[config.mk]
export PLATFORM = sky130hd
export DESIGN_NAME = bringup_exerciser_flat
export DESIGN_NICKNAME = d
export VERILOG_FILES = /design/src/rtl/bringup_exerciser_if.sv /design/src/rtl/bringup_exerciser.sv /design/src/flat_wrapper.sv
export SDC_FILE = /design/constraint.sdc
export NUM_CORES = 1
export LEC_CHECK = 0
export ABC_CLOCK_PERIOD_IN_PS = 2700
export BUFFER_PORTS_ARGS = -buffer_cell sky130_fd_sc_hd__buf_2
export CORE_UTILIZATION = 41
export CTS_BUF_LIST = sky130_fd_sc_hd__clkbuf_2 sky130_fd_sc_hd__clkbuf_4 sky130_fd_sc_hd__clkbuf_8
export DETAILED_ROUTE_END_ITERATION = 8
export GPL_TIMING_DRIVEN = 0
export SLEW_MARGIN = 5
export SYNTH_ARGS = -nofsm -noshare
export SYNTH_HDL_FRONTEND = slang
export SYNTH_SLANG_ARGS = --single-unit
export TNS_END_PERCENT = 100
[constraint.sdc]
create_clock -name clk -period 2.7 [get_ports clk]
set_clock_uncertainty 0.1 [all_clocks]
set_input_delay 0 -clock clk [delete_from_list [all_inputs] [get_ports clk]]
set_output_delay 0 -clock clk [all_outputs]
set_load 0.005 [all_outputs]
[src/rtl/bringup_exerciser_if.sv]
// Pad bundle between the FABulous IO wrapper and the bring-up exerciser.
// master = wrapper/board side, slave = exerciser side.
interface bringup_exerciser_if;
    logic [30:0] io_in;
    logic [30:0] io_out;
    logic [30:0] io_oeb;

    modport master (output io_in, input io_out, input io_oeb);
    modport slave  (input io_in, output io_out, output io_oeb);
endinterface

[src/rtl/bringup_exerciser.sv]
// Fabric bring-up exerciser: drives a selectable 8-bit pattern, checks the
// looped-back copy, counts mismatches and reports the count over UART TX.
module bringup_exerciser #(
    parameter int unsigned STEP_DIV = 4,
    parameter int unsigned BAUD_DIV = 8,
    parameter int unsigned HB_BIT   = 20
) (
    input  logic               clk,
    input  logic               rst_n,
    bringup_exerciser_if.slave io
);

    typedef enum logic [1:0] {
        MODE_CNT    = 2'd0,
        MODE_WALK   = 2'd1,
        MODE_LFSR   = 2'd2,
        MODE_MIRROR = 2'd3
    } mode_e;

    typedef enum logic [1:0] {
        TX_IDLE,
        TX_START,
        TX_DATA,
        TX_STOP
    } tx_state_e;

    localparam logic [15:0] STEP_LAST = 16'(STEP_DIV - 1);
    localparam logic [15:0] BAUD_LAST = 16'(BAUD_DIV - 1);

    // Sync vector layout: {req, clr, cap[7:0], mode[1:0]}
    logic [11:0] sync1_q, sync1_d, sync2_q, sync2_d;
    mode_e       mode_s, mode_prev_q, mode_prev_d;
    logic [7:0]  cap_s;
    logic        clr_s, req_s;

    logic [15:0] presc_q, presc_d;
    logic        tick;
    logic [7:0]  pat_q, pat_d, pat_next;
    logic        armed_q, armed_d;
    logic [7:0]  err_q, err_d;
    logic        err_flag_q, err_flag_d;
    logic [23:0] hb_q, hb_d;
    logic        req_prev_q, req_prev_d;
    logic        mode_chg, req_rise;

    tx_state_e   tx_state_q;
    logic [15:0] baud_q;
    logic [2:0]  bit_q;
    logic [7:0]  tx_byte_q;
    logic        tx_q;
    logic        baud_last;

    logic        unused_in;

    assign sync1_d = {io.io_in[23:22], io.io_in[20:13], io.io_in[1:0]};
    assign sync2_d = sync1_q;
    assign mode_s  = mode_e'(sync2_q[1:0]);
    assign cap_s   = sync2_q[9:2];
    assign clr_s   = sync2_q[10];
    assign req_s   = sync2_q[11];

    assign unused_in = ^{io.io_in[30:24], io.io_in[21], io.io_in[12:2]};

    assign tick      = (presc_q == STEP_LAST);
    assign mode_chg  = (mode_s != mode_prev_q);
    assign req_rise  = req_s & ~req_prev_q;
    assign baud_last = (baud_q == BAUD_LAST);

    always_comb begin
        case (mode_s)
            MODE_CNT:  pat_next = pat_q + 8'd1;
            MODE_WALK: pat_next = {pat_q[6:0], pat_q[7]};
            MODE_LFSR: pat_next = {pat_q[6:0], pat_q[7] ^ pat_q[5] ^ pat_q[4] ^ pat_q[3]};
            default:   pat_next = cap_s;
        endcase
    end

    always_comb begin
        presc_d     = tick ? '0 : presc_q + 16'd1;
        pat_d       = pat_q;
        armed_d     = armed_q;
        err_d       = err_q;
        mode_prev_d = mode_s;
        req_prev_d  = req_s;
        hb_d        = hb_q + 24'd1;

        if (mode_chg) begin
            // Reseed cycle: no step and no compare, the next tick only re-arms.
            presc_d = '0;
            armed_d = 1'b0;
            case (mode_s)
                MODE_CNT:    pat_d = 8'h00;
                MODE_MIRROR: pat_d = cap_s;
                default:     pat_d = 8'h01;
            endcase
        end else if (mode_s == MODE_MIRROR) begin
            pat_d = cap_s;
        end else if (tick) begin
            pat_d = pat_next;
            if (!armed_q) begin
                armed_d = 1'b1;
            end else if ((cap_s != pat_q) && (err_q != 8'hFF)) begin
                err_d = err_q + 8'd1;
            end
        end

        if (clr_s) begin
            err_d = '0;
        end
        err_flag_d = |err_d;
    end

    always_ff @(posedge clk or negedge rst_n) begin
        if (!rst_n) begin
            sync1_q     <= '0;
            sync2_q     <= '0;
            mode_prev_q <= MODE_CNT;
            presc_q     <= '0;
            pat_q       <= '0;
            armed_q     <= 1'b0;
            err_q       <= '0;
            err_flag_q  <= 1'b0;
            hb_q        <= '0;
            req_prev_q  <= 1'b0;
        end else begin
            sync1_q     <= sync1_d;
            sync2_q     <= sync2_d;
            mode_prev_q <= mode_prev_d;
            presc_q     <= presc_d;
            pat_q       <= pat_d;
            armed_q     <= armed_d;
            err_q       <= err_d;
            err_flag_q  <= err_flag_d;
            hb_q        <= hb_d;
            req_prev_q  <= req_prev_d;
        end
    end

    // 8N1 transmitter; tx_byte_q shifts right so bit 0 is always the next data bit.
    always_ff @(posedge clk or negedge rst_n) begin
        if (!rst_n) begin
            tx_state_q <= TX_IDLE;
            baud_q     <= '0;
            bit_q      <= '0;
            tx_byte_q  <= '0;
            tx_q       <= 1'b1;
        end else begin
            case (tx_state_q)
                TX_IDLE: begin
                    tx_q   <= 1'b1;
                    baud_q <= '0;
                    if (req_rise) begin
                        tx_byte_q  <= err_q;
                        tx_q       <= 1'b0;
                        tx_state_q <= TX_START;
                    end
                end
                TX_START: begin
                    if (baud_last) begin
                        baud_q     <= '0;
                        bit_q      <= '0;
                        tx_q       <= tx_byte_q[0];
                        tx_byte_q  <= {1'b0, tx_byte_q[7:1]};
                        tx_state_q <= TX_DATA;
                    end else begin
                        baud_q <= baud_q + 16'd1;
                    end
                end
                TX_DATA: begin
                    if (baud_last) begin
                        baud_q <= '0;
                        if (bit_q == 3'd7) begin
                            tx_q       <= 1'b1;
                            tx_state_q <= TX_STOP;
                        end else begin
                            bit_q     <= bit_q + 3'd1;
                            tx_q      <= tx_byte_q[0];
                            tx_byte_q <= {1'b0, tx_byte_q[7:1]};
                        end
                    end else begin
                        baud_q <= baud_q + 16'd1;
                    end
                end
                default: begin
                    if (baud_last) begin
                        baud_q     <= '0;
                        tx_state_q <= TX_IDLE;
                    end else begin
                        baud_q <= baud_q + 16'd1;
                    end
                end
            endcase
        end
    end

    always_comb begin
        io.io_out        = '0;
        io.io_out[3]     = tx_q;
        io.io_out[4]     = hb_q[HB_BIT];
        io.io_out[12:5]  = pat_q;
        io.io_out[21]    = err_flag_q;
    end

    assign io.io_oeb = 31'h7FDF_E007;

endmodule

[src/flat_wrapper.sv]
// flat-port wrapper written by rule: the top's interface ports become plain ports
module bringup_exerciser_flat 
#(
    parameter int unsigned STEP_DIV = 4,
    parameter int unsigned BAUD_DIV = 8,
    parameter int unsigned HB_BIT   = 20
)
  (clk, rst_n, io_io_in, io_io_out, io_io_oeb);
  bringup_exerciser_if io_i ();
  input  logic clk;
  input  logic rst_n;
  input wire logic [$bits(io_i.io_in)-1:0] io_io_in;
  output wire logic [$bits(io_i.io_out)-1:0] io_io_out;
  output wire logic [$bits(io_i.io_oeb)-1:0] io_io_oeb;
  assign io_i.io_in = io_io_in;
  assign io_io_out = io_i.io_out;
  assign io_io_oeb = io_i.io_oeb;
  bringup_exerciser #(.STEP_DIV(STEP_DIV), .BAUD_DIV(BAUD_DIV), .HB_BIT(HB_BIT)) u_core (.clk(clk), .rst_n(rst_n), .io(io_i));
endmodule
==> metrics.txt, run 1 <==
antenna violations before repair=0; Util after Layout=49.6%; average routed wire per standard cell=12.5 µm; CP Cell Sequence=ha_1 > nor4b_4 > nand4_4 > a2111oi_4 > buf_6 > nand3_2 > o311ai_2 > nand4b_1; I/O Pins=95; Power Density=532 nW/µm²; Critical-path top delay cell=dfrtp_1; Site Rows=42; synth top area cells=dfrtp_1, buf_4, xor2_1; Slew HR=47.0%; largest net degree at the start of global routing=84; gpl congestion=0.847; Final Hold Violating Endpoints=0; Leak=3.16 nW; fin crit share=90.3%; root buffer selected by CTS=clkbuf_8; CTS H-Tree Depth=3; startpoint class of the critical path=register; status=finished, final reports clean; CP endpoint kind=register; GR Util met1=21.2%; Async S/R FF share, synth=100%; Unique masters post-synth=66; via count=4056; Reg2Reg Setup Slack=0.26 ns; overall power=0.00356 W; number of flops mapped to enable cells by yosys=0; # fillers=1253; CTS buffer count=9; clk_lat worst skew=0.39 ns; Die Span X=121 µm; P&R area growth vs syn=16.0%; Post-DRT Antenna Nets=0; clk buf depth=2; mapped cell area=5770 µm²; Max Cap Violations=0; drt first pass iters=4; share of cells above drive strength 1=18.1%; Syn Inst Count=563; met2 usage in global routing=24.4%; Synth Flop Type=dfrtp_1; crit path DAT=2.60 ns; Max Slew Vio Count=0; Worst VDD drop=0.316 mV; hold crit path type=in2async; Synth area leader=dfrtp_1; RSZ-0062 raised after global routing=false; GRT overflow=0; required time of the critical path=2.86 ns; fin nets=708; Core Region=13500 µm²; die area=14600 µm²; CTS clk-pin slew, worst paths=0.11 ns; routed vias/inst=4.79; first-pass GRT wire length=17900 µm; Antenna diodes=0; biggest cell delay along the critical path=0.40 ns; worst-margin pin slew=0.796 ns; Die Y=121 µm; HPWL after detailed placement=7350 µm; synth warn=0; GR Util All Layers=15.4%; register area share after synthesis=48.6%; vias in the first global route=3808; CP max FO=10; WP buf/inv=1; Post-Route Setup TNS=0 ns; most crowded layer after global routing=met2; CTS tree=done; flops & latches, synth=112; Tmin final=2.44 ns; Max Clk Rate=0.410 GHz; DRT iter0 DRCs=134; WS Path Type=reg2reg; initial cell density of the core=42.7%; # clock sinks=112; GR Util met3=1.93%; WL final=10500 µm; Top delay family on crit path=simple AND/OR/NAND/NOR gates; Avg Cell Area, Syn=10.2 µm²; Port Buf Inserts=24; post-synth top area share=48.1%; # DRC=0; Final setup violation count=0
==> report_power, final <==
group | internal, W | total, W | switching [W]
Clock | 0.000378 | 0.000951 | 0.000573
Sequential | 0.00178 | 0.00187 | 0.0000907
Combinational | 0.000321 | 0.000746 | 0.000425
==> cell usage in the layout, fill, tap and decap left out, types with 11 or more instances in the layout <==
cell	n
dfrtp_1	111
buf_4	58
nor2_1	56
conb_1	51
nand2_1	39
xor2_1	36
nand3_1	30
xnor2_1	29
buf_2	27
o21ai_0	27
inv_1	19
and3_1	14
dlygate4sd3_1	13
clkbuf_1	12
nand4_1	11
==> synth_stat cells, drive strengths merged, types with 3 or more instances <==
cell      n
mux2i    10
a21oi    10
buf      61
xnor2    29
nor2     56
nand2b    3
inv      19
a22o      7
o21ai    30
nand2    39
nand4    12
and3     14
and2      3
nand3    31
nor3      9
ha       10
xor2     36
nor4      6
and4      8
dfrtp   111
clkbuf   12
nor3b     4
==> worst min-delay path, stage by stage <==
cell	delay [ns]
dlygate4sd3_1	0.56
buf_6	0.14
buf_12	0.19
==> layout make-up <==
class | instances | area, µm² | area share [%]
plain buffers | 73 | 493 | 7.36
clock buffers | 11 | 145 | 2.17
clock inverters | 5 | 42.5 | 0.635
inverters | 20 | 75.1 | 1.12
multi-input cells | 407 | 2590 | 38.7
flip-flops and latches | 112 | 2800 | 41.9
well taps | 176 | 220 | 3.29
repair buffers | 42 | 327 | 4.88
==> metal layers <==
metal  share of wire [%]  routed length, µm
met5                   0                  0
met3                 3.5                371
met4                 2.1                218
met2                  45               4760
met1                  49               5190
==> final timing paths <==
check,start,endpoint,depth (start not counted)
worst max-delay path,u_core.presc_q[0]$_DFF_PN0_,u_core.err_flag_q$_DFF_PN0_,8
worst min-delay path,rst_n,u_core.hb_q[11]$_DFF_PN0_,3
worst max register to register,u_core.presc_q[0]$_DFF_PN0_,u_core.err_flag_q$_DFF_PN0_,8
worst min register to register,u_core.sync1_q[4]$_DFF_PN0_,u_core.sync2_q[4]$_DFF_PN0_,0
max in group asynchronous,rst_n,u_core.tx_q$_DFFE_PN1P_,3
min in group clk,io_io_in[15],u_core.sync1_q[4]$_DFF_PN0_,2
==> registers in the layout (all words and copies together), names as in the netlist <==
signal,flops
u_core.err_flag_q,1
u_core.req_prev_q,1
u_core.armed_q,1
u_core.bit_q,3
u_core.tx_byte_q,8
u_core.sync2_q,12
u_core.err_q,8
u_core.tx_q,1
u_core.tx_state_q,2
u_core.sync1_q,12
u_core.mode_prev_q,2
u_core.presc_q,16
u_core.baud_q,16
u_core.pat_q,8
u_core.hb_q,21
==> stage by stage <==
step | hold WS [ns] | std cells | instance area, µm² | worst slack [ns]
floorplan | -0.396 | 612 | 5950 | 0.541
global placement | 0.00749 | 812 | 6290 | 0.239
detailed placement | -0.210 | 813 | 6330 | 0.213
CTS | 0.0106 | 843 | 6670 | 0.194
global route | 0.0531 | 846 | 6700 | 0.00195
finish | 0.0348 | 846 | 6700 | 0.262
==> cells by family (layout without fill, tap and decap cells) <==
logic type	count (synthesis)	after routing	share of synthesized area [%]
mux	11	11	1.93
other cells	2	51	0.130
simple gates	194	194	18.1
flops	112	112	48.6
fa+ha+maj	10	10	2.17
xor+xnor	65	65	9.87
buf+inv	93	151	9.85
compound gates	76	76	9.33
==> timing repair <==
item | 4_1_cts | 5_1_grt
gates resized for setup | 0 | 1
hold buffers | 14 | 0
endpoints found under the setup margin | 0 | 5
hold endpoints to repair | 123 | 0
setup buffers | 0 | 3
(Power assumes the default switching activity.)
==> run 2: changes to the inputs <==
--- a/config.mk
+++ b/config.mk
@@ -7,10 +7,13 @@
 export LEC_CHECK = 0
 export ABC_CLOCK_PERIOD_IN_PS = 2700
 export BUFFER_PORTS_ARGS = -buffer_cell sky130_fd_sc_hd__buf_2
+export CORE_MARGIN = 3
 export CORE_UTILIZATION = 41
 export CTS_BUF_LIST = sky130_fd_sc_hd__clkbuf_2 sky130_fd_sc_hd__clkbuf_4 sky130_fd_sc_hd__clkbuf_8
+export CTS_CLUSTER_DIAMETER = 100
 export DETAILED_ROUTE_END_ITERATION = 8
 export GPL_TIMING_DRIVEN = 0
+export PLACE_DENSITY = 0.73
 export SLEW_MARGIN = 5
 export SYNTH_ARGS = -nofsm -noshare
 export SYNTH_HDL_FRONTEND = slang
==> metrics.txt, run 2 (same netlist as run 1, synthesis figures left out) <==
status=finished, final reports clean; WP buf/inv=1 (unchanged); Top delay family on crit path=simple AND/OR/NAND/NOR gates; fin crit share=90.5% (+0.18 points); Port Buf Inserts=24 (unchanged); Max Cap Violations=0 (unchanged); CP Cell Sequence=ha_1 > nor4b_4 > nand4_4 > a2111oi_4 > buf_6 > nand3_2 > o311ai_1 > nand4b_1; antenna violations before repair=0 (unchanged); DRT iter0 DRCs=314 (+130%); initial cell density of the core=42.7% (unchanged); Max Slew Vio Count=0 (unchanged); # fillers=1231 (-1.8%); Max Clk Rate=0.409 GHz (-0.20%); Slew HR=29.5% (-18 points); final instance area=6680 µm² (-0.19%); top flop regs=u_core.hb_q (21), u_core.baud_q (16), u_core.presc_q (16); CP endpoint kind=register; biggest cell delay along the critical path=0.40 ns (about the same); P&R area growth vs syn=15.8%; CTS buffer count=9 (unchanged); I/O Pins=95 (unchanged); share of cells above drive strength 1=17.6% (-0.42 points); startpoint class of the critical path=register; Die Y=125 µm (+3.3%); crit path DAT=2.59 ns (about the same); Tmin final=2.44 ns (+0.00480 ns); drt first pass iters=5 (+1); root buffer selected by CTS=clkbuf_8; first-pass GRT wire length=19000 µm (+6.3%); GRT overflow=0 (unchanged); Leak=3.16 nW (about the same); Reg2Reg Setup Slack=0.26 ns (about the same); commonest non-fill, non-tap cell in the layout=dfrtp_1; GR Util All Layers=14.5% (-0.90 points); Worst VDD drop=0.412 mV (+30%); hold crit path type=in2async; Critical-path top delay cell=dfrtp_1; Antenna diodes=0 (unchanged); WS Path Type=reg2reg; Reg with most FFs=u_core.hb_q; average routed wire per standard cell=12.8 µm (+2.8%); required time of the critical path=2.85 ns (about the same); via count=4149 (+2.3%); HPWL after detailed placement=7780 µm (+5.9%); vias in the first global route=4102 (+7.7%); dpl cell area=6330 µm² (unchanged); WL final=10800 µm (+2.7%); die area=15500 µm² (+6.7%); gpl congestion=0.850 (+0.32%); Final Hold Violating Endpoints=0 (unchanged); CTS H-Tree Depth=3 (unchanged); largest net degree at the start of global routing=89 (+6.0%); worst-margin pin slew=1.05 ns (+0.259 ns); Final setup violation count=0 (unchanged); clk_lat worst skew=0.38 ns (about the same); routed vias/inst=4.91 (+2.4%); Site Rows=42 (unchanged); Placement Setup Slack=0.238 ns (+0.0248 ns); CTS clk-pin slew, worst paths=0.10 ns (about the same); setup ws final=0.257 ns (-0.00480 ns); # DRC=0 (unchanged); Power Density=539 nW/µm² (+1.2%); Post-DRT Antenna Nets=0 (unchanged); CP max FO=10 (unchanged); Die Span X=125 µm (+3.3%); fin nets=707 (-0.14%); clk buf depth=2 (unchanged); Core Region=13500 µm² (unchanged); # clock sinks=112 (unchanged); RSZ-0062 raised after global routing=true; Post-Route Setup TNS=0 ns (unchanged); commonest non-fill, non-tap cells in the layout=dfrtp_1, buf_4, nor2_1; Largest register FFs=21 (unchanged); CTS tree=done
## run 2: cell count changes in the layout (fill, tap and decap cells not counted), sizes merged
cell / delta
clkinv: -3
inv: +3
buf: -2
dlygate4sd3: +1
## run 2: layout make-up
cell class	instances	area (µm²)	area share, %
sequential	112	2800	42.0
multi-input combinational	407	2580	38.6
buffer	73	493	7.38
timing repair buffer	41	309	4.62
tap	176	220	3.30
clock buffer	11	151	2.27
inverter	20	75.1	1.12
clock inverter	5	47.5	0.711
## run 2: layer usage
metal	vias to the layer above	global-route usage, %	part of all wire (%)
met5	-	0	0
met4	0	5.16	1.2
met3	14	3.95	5.9
met2	119	24.4	49
met1	1978	18.1	44
li1	2038	-	-
## run 2: through the flow
step / cells / total power (W) / hold WS [ns] / utilization (%)
finish: 845 / 0.00360 / 0.0861 / 49.5
global route: 845 / 0.00383 / 0.123 / 49.5
CTS: 843 / 0.00364 / 0.107 / 49.4
detailed placement: 813 / 0.00262 / -0.224 / 46.9
global placement: 812 / 0.00258 / 0.00837 / 46.6
floorplan: 612 / 0.00242 / -0.396 / -
## run 2: final timing paths
path                                                  start                               to  cells after the start
worst max-delay path            u_core.presc_q[0]$_DFF_PN0_      u_core.err_flag_q$_DFF_PN0_                      8
worst min-delay path                                  rst_n  u_core.tx_byte_q[6]$_DFFE_PN0P_                      3
worst max register to register  u_core.presc_q[0]$_DFF_PN0_      u_core.err_flag_q$_DFF_PN0_                      8
worst min register to register  u_core.sync1_q[9]$_DFF_PN0_      u_core.sync2_q[9]$_DFF_PN0_                      0
max in group asynchronous                             rst_n      u_core.sync2_q[1]$_DFF_PN0_                      3
min in group clk                               io_io_in[15]      u_core.sync1_q[4]$_DFF_PN0_                      2
## run 2: worst min-delay path: cells and delay by family
family,cells,cell delay (ns)
buffers and inverters,3,0.99
## run 2: report_power, final
part | total, W | switching (W) | internal (W)
registers | 0.00187 | 0.0000930 | 0.00178
clock network | 0.000986 | 0.000582 | 0.000404
logic | 0.000746 | 0.000431 | 0.000315
total | 0.00360 | 0.00111 | 0.00250
## run 2: repair_timing
item / in CTS / in global routing
gates resized for setup: 0 / 1
hold endpoints to repair: 123 / 0
setup endpoints to repair: 0 / 4
hold buffers: 14 / 0
setup buffers: 0 / 2
==> run 3: changes to the inputs <==
--- a/config.mk
+++ b/config.mk
@@ -14,6 +14,7 @@
 export DETAILED_ROUTE_END_ITERATION = 8
 export GPL_TIMING_DRIVEN = 0
 export PLACE_DENSITY = 0.73
+export SETUP_SLACK_MARGIN = 0.5
 export SLEW_MARGIN = 5
 export SYNTH_ARGS = -nofsm -noshare
 export SYNTH_HDL_FRONTEND = slang
==> metrics.txt, run 3 (same netlist as run 1, synthesis figures left out) <==
Core Region=13500 µm² (unchanged); fin nets=725 (+2.5%); gpl congestion=0.850 (unchanged); antenna violations before repair=0 (unchanged); biggest cell delay along the critical path=0.46 ns (+0.06 ns); Final setup violation count=0 (unchanged); # clock sinks=112 (unchanged); multi-input combinational cell area=2750 µm² (+6.5%); vias in the first global route=4208 (+2.6%); Port Buf Inserts=24 (unchanged); Critical-path top delay cell=dfrtp_1; Power Density=528 nW/µm² (-2.0%); # fillers=1192 (-3.2%); WS Path Type=reg2reg; crit path from=u_core.err_q[1]$_DFF_PN0_; Reg with most FFs=u_core.hb_q; startpoint class of the critical path=register; Crit Reg-Reg Startpoint=u_core.err_q[1]$_DFF_PN0_; WL final=11300 µm (+4.5%); clk buf depth=2 (unchanged); Max Slew Vio Count=0 (unchanged); final instance area=7010 µm² (+4.9%); Placement Setup Slack=0.238 ns (unchanged); share of cells above drive strength 1=23.7% (+6.1 points); first-pass GRT wire length=19500 µm (+2.7%); dpl cell area=6330 µm² (unchanged); commonest non-fill, non-tap cell in the layout=dfrtp_1; initial cell density of the core=42.7% (unchanged); root buffer selected by CTS=clkbuf_8; GR Util All Layers=15.0% (+0.45 points); CP endpoint kind=register; RSZ-0062 raised after global routing=true; CP max FO=8 (-2); Worst VDD drop=0.410 mV (-0.37%); Site Rows=42 (unchanged); routed vias/inst=4.96 (+1.1%); top flop regs=u_core.hb_q (21), u_core.baud_q (16), u_core.presc_q (16); WP buf/inv=1 (unchanged); average routed wire per standard cell=13.1 µm (+2.3%); Post-DRT Antenna Nets=0 (unchanged); setup ws final=0.369 ns (+0.112 ns); crit path DAT=2.49 ns (-0.10 ns); Tmin final=2.33 ns (-0.112 ns); required time of the critical path=2.85 ns (about the same); die area=15500 µm² (unchanged); fin crit share=86.3% (-4.1 points); clk_lat worst skew=0.39 ns (about the same); worst-margin pin slew=1.05 ns (-0.00217 ns); CTS tree=done; P&R area growth vs syn=21.5%; hold crit path type=in2async; Final Hold Violating Endpoints=0 (unchanged); overall power=0.00370 W (+2.8%); CTS buffer count=9 (unchanged); Post-Route Setup TNS=0 ns (unchanged); Top delay family on crit path=simple AND/OR/NAND/NOR gates; CP Cell Sequence=ha_2 > nand3_1 > or2_2 > clkbuf_1 > a311o_1 > o311ai_2 > nand4b_1; Die Y=125 µm (unchanged); Die Span X=125 µm (unchanged); Reg area=2810 µm² (+0.22%); HPWL after detailed placement=7780 µm (unchanged); # DRC=0 (unchanged); largest net degree at the start of global routing=89 (unchanged); Largest register FFs=21 (unchanged); CTS clk-pin slew, worst paths=0.10 ns (about the same); Max Cap Violations=0 (unchanged); Antenna diodes=0 (unchanged); hold slack final=0.0812 ns (-0.00486 ns); I/O Pins=95 (unchanged); Max Clk Rate=0.429 GHz (+4.8%); via count=4282 (+3.2%); status=finished, final reports clean; drt first pass iters=7 (+2); DRT iter0 DRCs=291 (-7.3%); CTS H-Tree Depth=3 (unchanged); Slew HR=29.6% (+0.15 points); commonest non-fill, non-tap cells in the layout=dfrtp_1, buf_4, nor2_1; Leak=3.27 nW (+3.6%); GRT overflow=0 (unchanged)
==> run 3: worst register-to-register path, delay by kind of cell (launching register included) <==
family          cells  cell delay, ns
simple gates        3            0.58
compound gates      2            0.54
fa+ha+maj           1            0.28
flops               1            0.46
buf+inv             1            0.25
==> run 3: worst paths after layout <==
path	to	slack, ns	depth (start not counted)
max reg2reg	u_core.err_flag_q$_DFF_PN0_	0.37	7
min in group clk	u_core.sync1_q[4]$_DFF_PN0_	0.14	2
max	u_core.err_flag_q$_DFF_PN0_	0.37	7
max in group asynchronous	u_core.pat_q[1]$_DFFE_PN0P_	0.97	3
min	u_core.pat_q[4]$_DFFE_PN0P_	0.08	3
min reg2reg	u_core.sync2_q[9]$_DFF_PN0_	0.26	0
==> run 3: timing repair <==
action,in CTS,in global routing
resized for setup,22,22
hold endpoints to repair,123,0
hold buffers,14,0
endpoints found under the setup margin,25,47
buffers inserted,11,8
cloned,1,0
pin swaps,5,11
==> run 3: area by class of cell <==
| type | count | share of cell area [%] |
|---|---|---|
| well taps | 176 | 3.14 |
| inverters | 20 | 1.07 |
| plain buffers | 73 | 7.14 |
| repair buffers | 59 | 6.45 |
| multi-input cells | 407 | 39.3 |
| clock buffers | 11 | 2.16 |
| clock inverters | 5 | 0.678 |
| flip-flops and latches | 112 | 40.1 |
==> run 3: per-layer routing <==
metal	up-vias	share of wire, %	GRT usage [%]
li1	2069	-	-
met3	18	5.5	3.95
met4	0	1.9	5.03
met1	2073	42	18.3
met2	122	50	25.8
met5	-	0	0
==> run 3: stage by stage <==
stage | util [%] | cells
final | 51.9 | 863
after CTS | 50.9 | 855
after global routing | 51.9 | 863
after global placement | 46.6 | 812
after detailed placement | 46.9 | 813
after floorplan | - | 612
==> run 3: power by group <==
part | leakage (nW) | total (W) | switching (W) | internal, W
sequential | 1.46 | 0.00188 | 0.000102 | 0.00178
clock | 0.100 | 0.000991 | 0.000587 | 0.000404
combinational | 1.71 | 0.000828 | 0.000453 | 0.000375
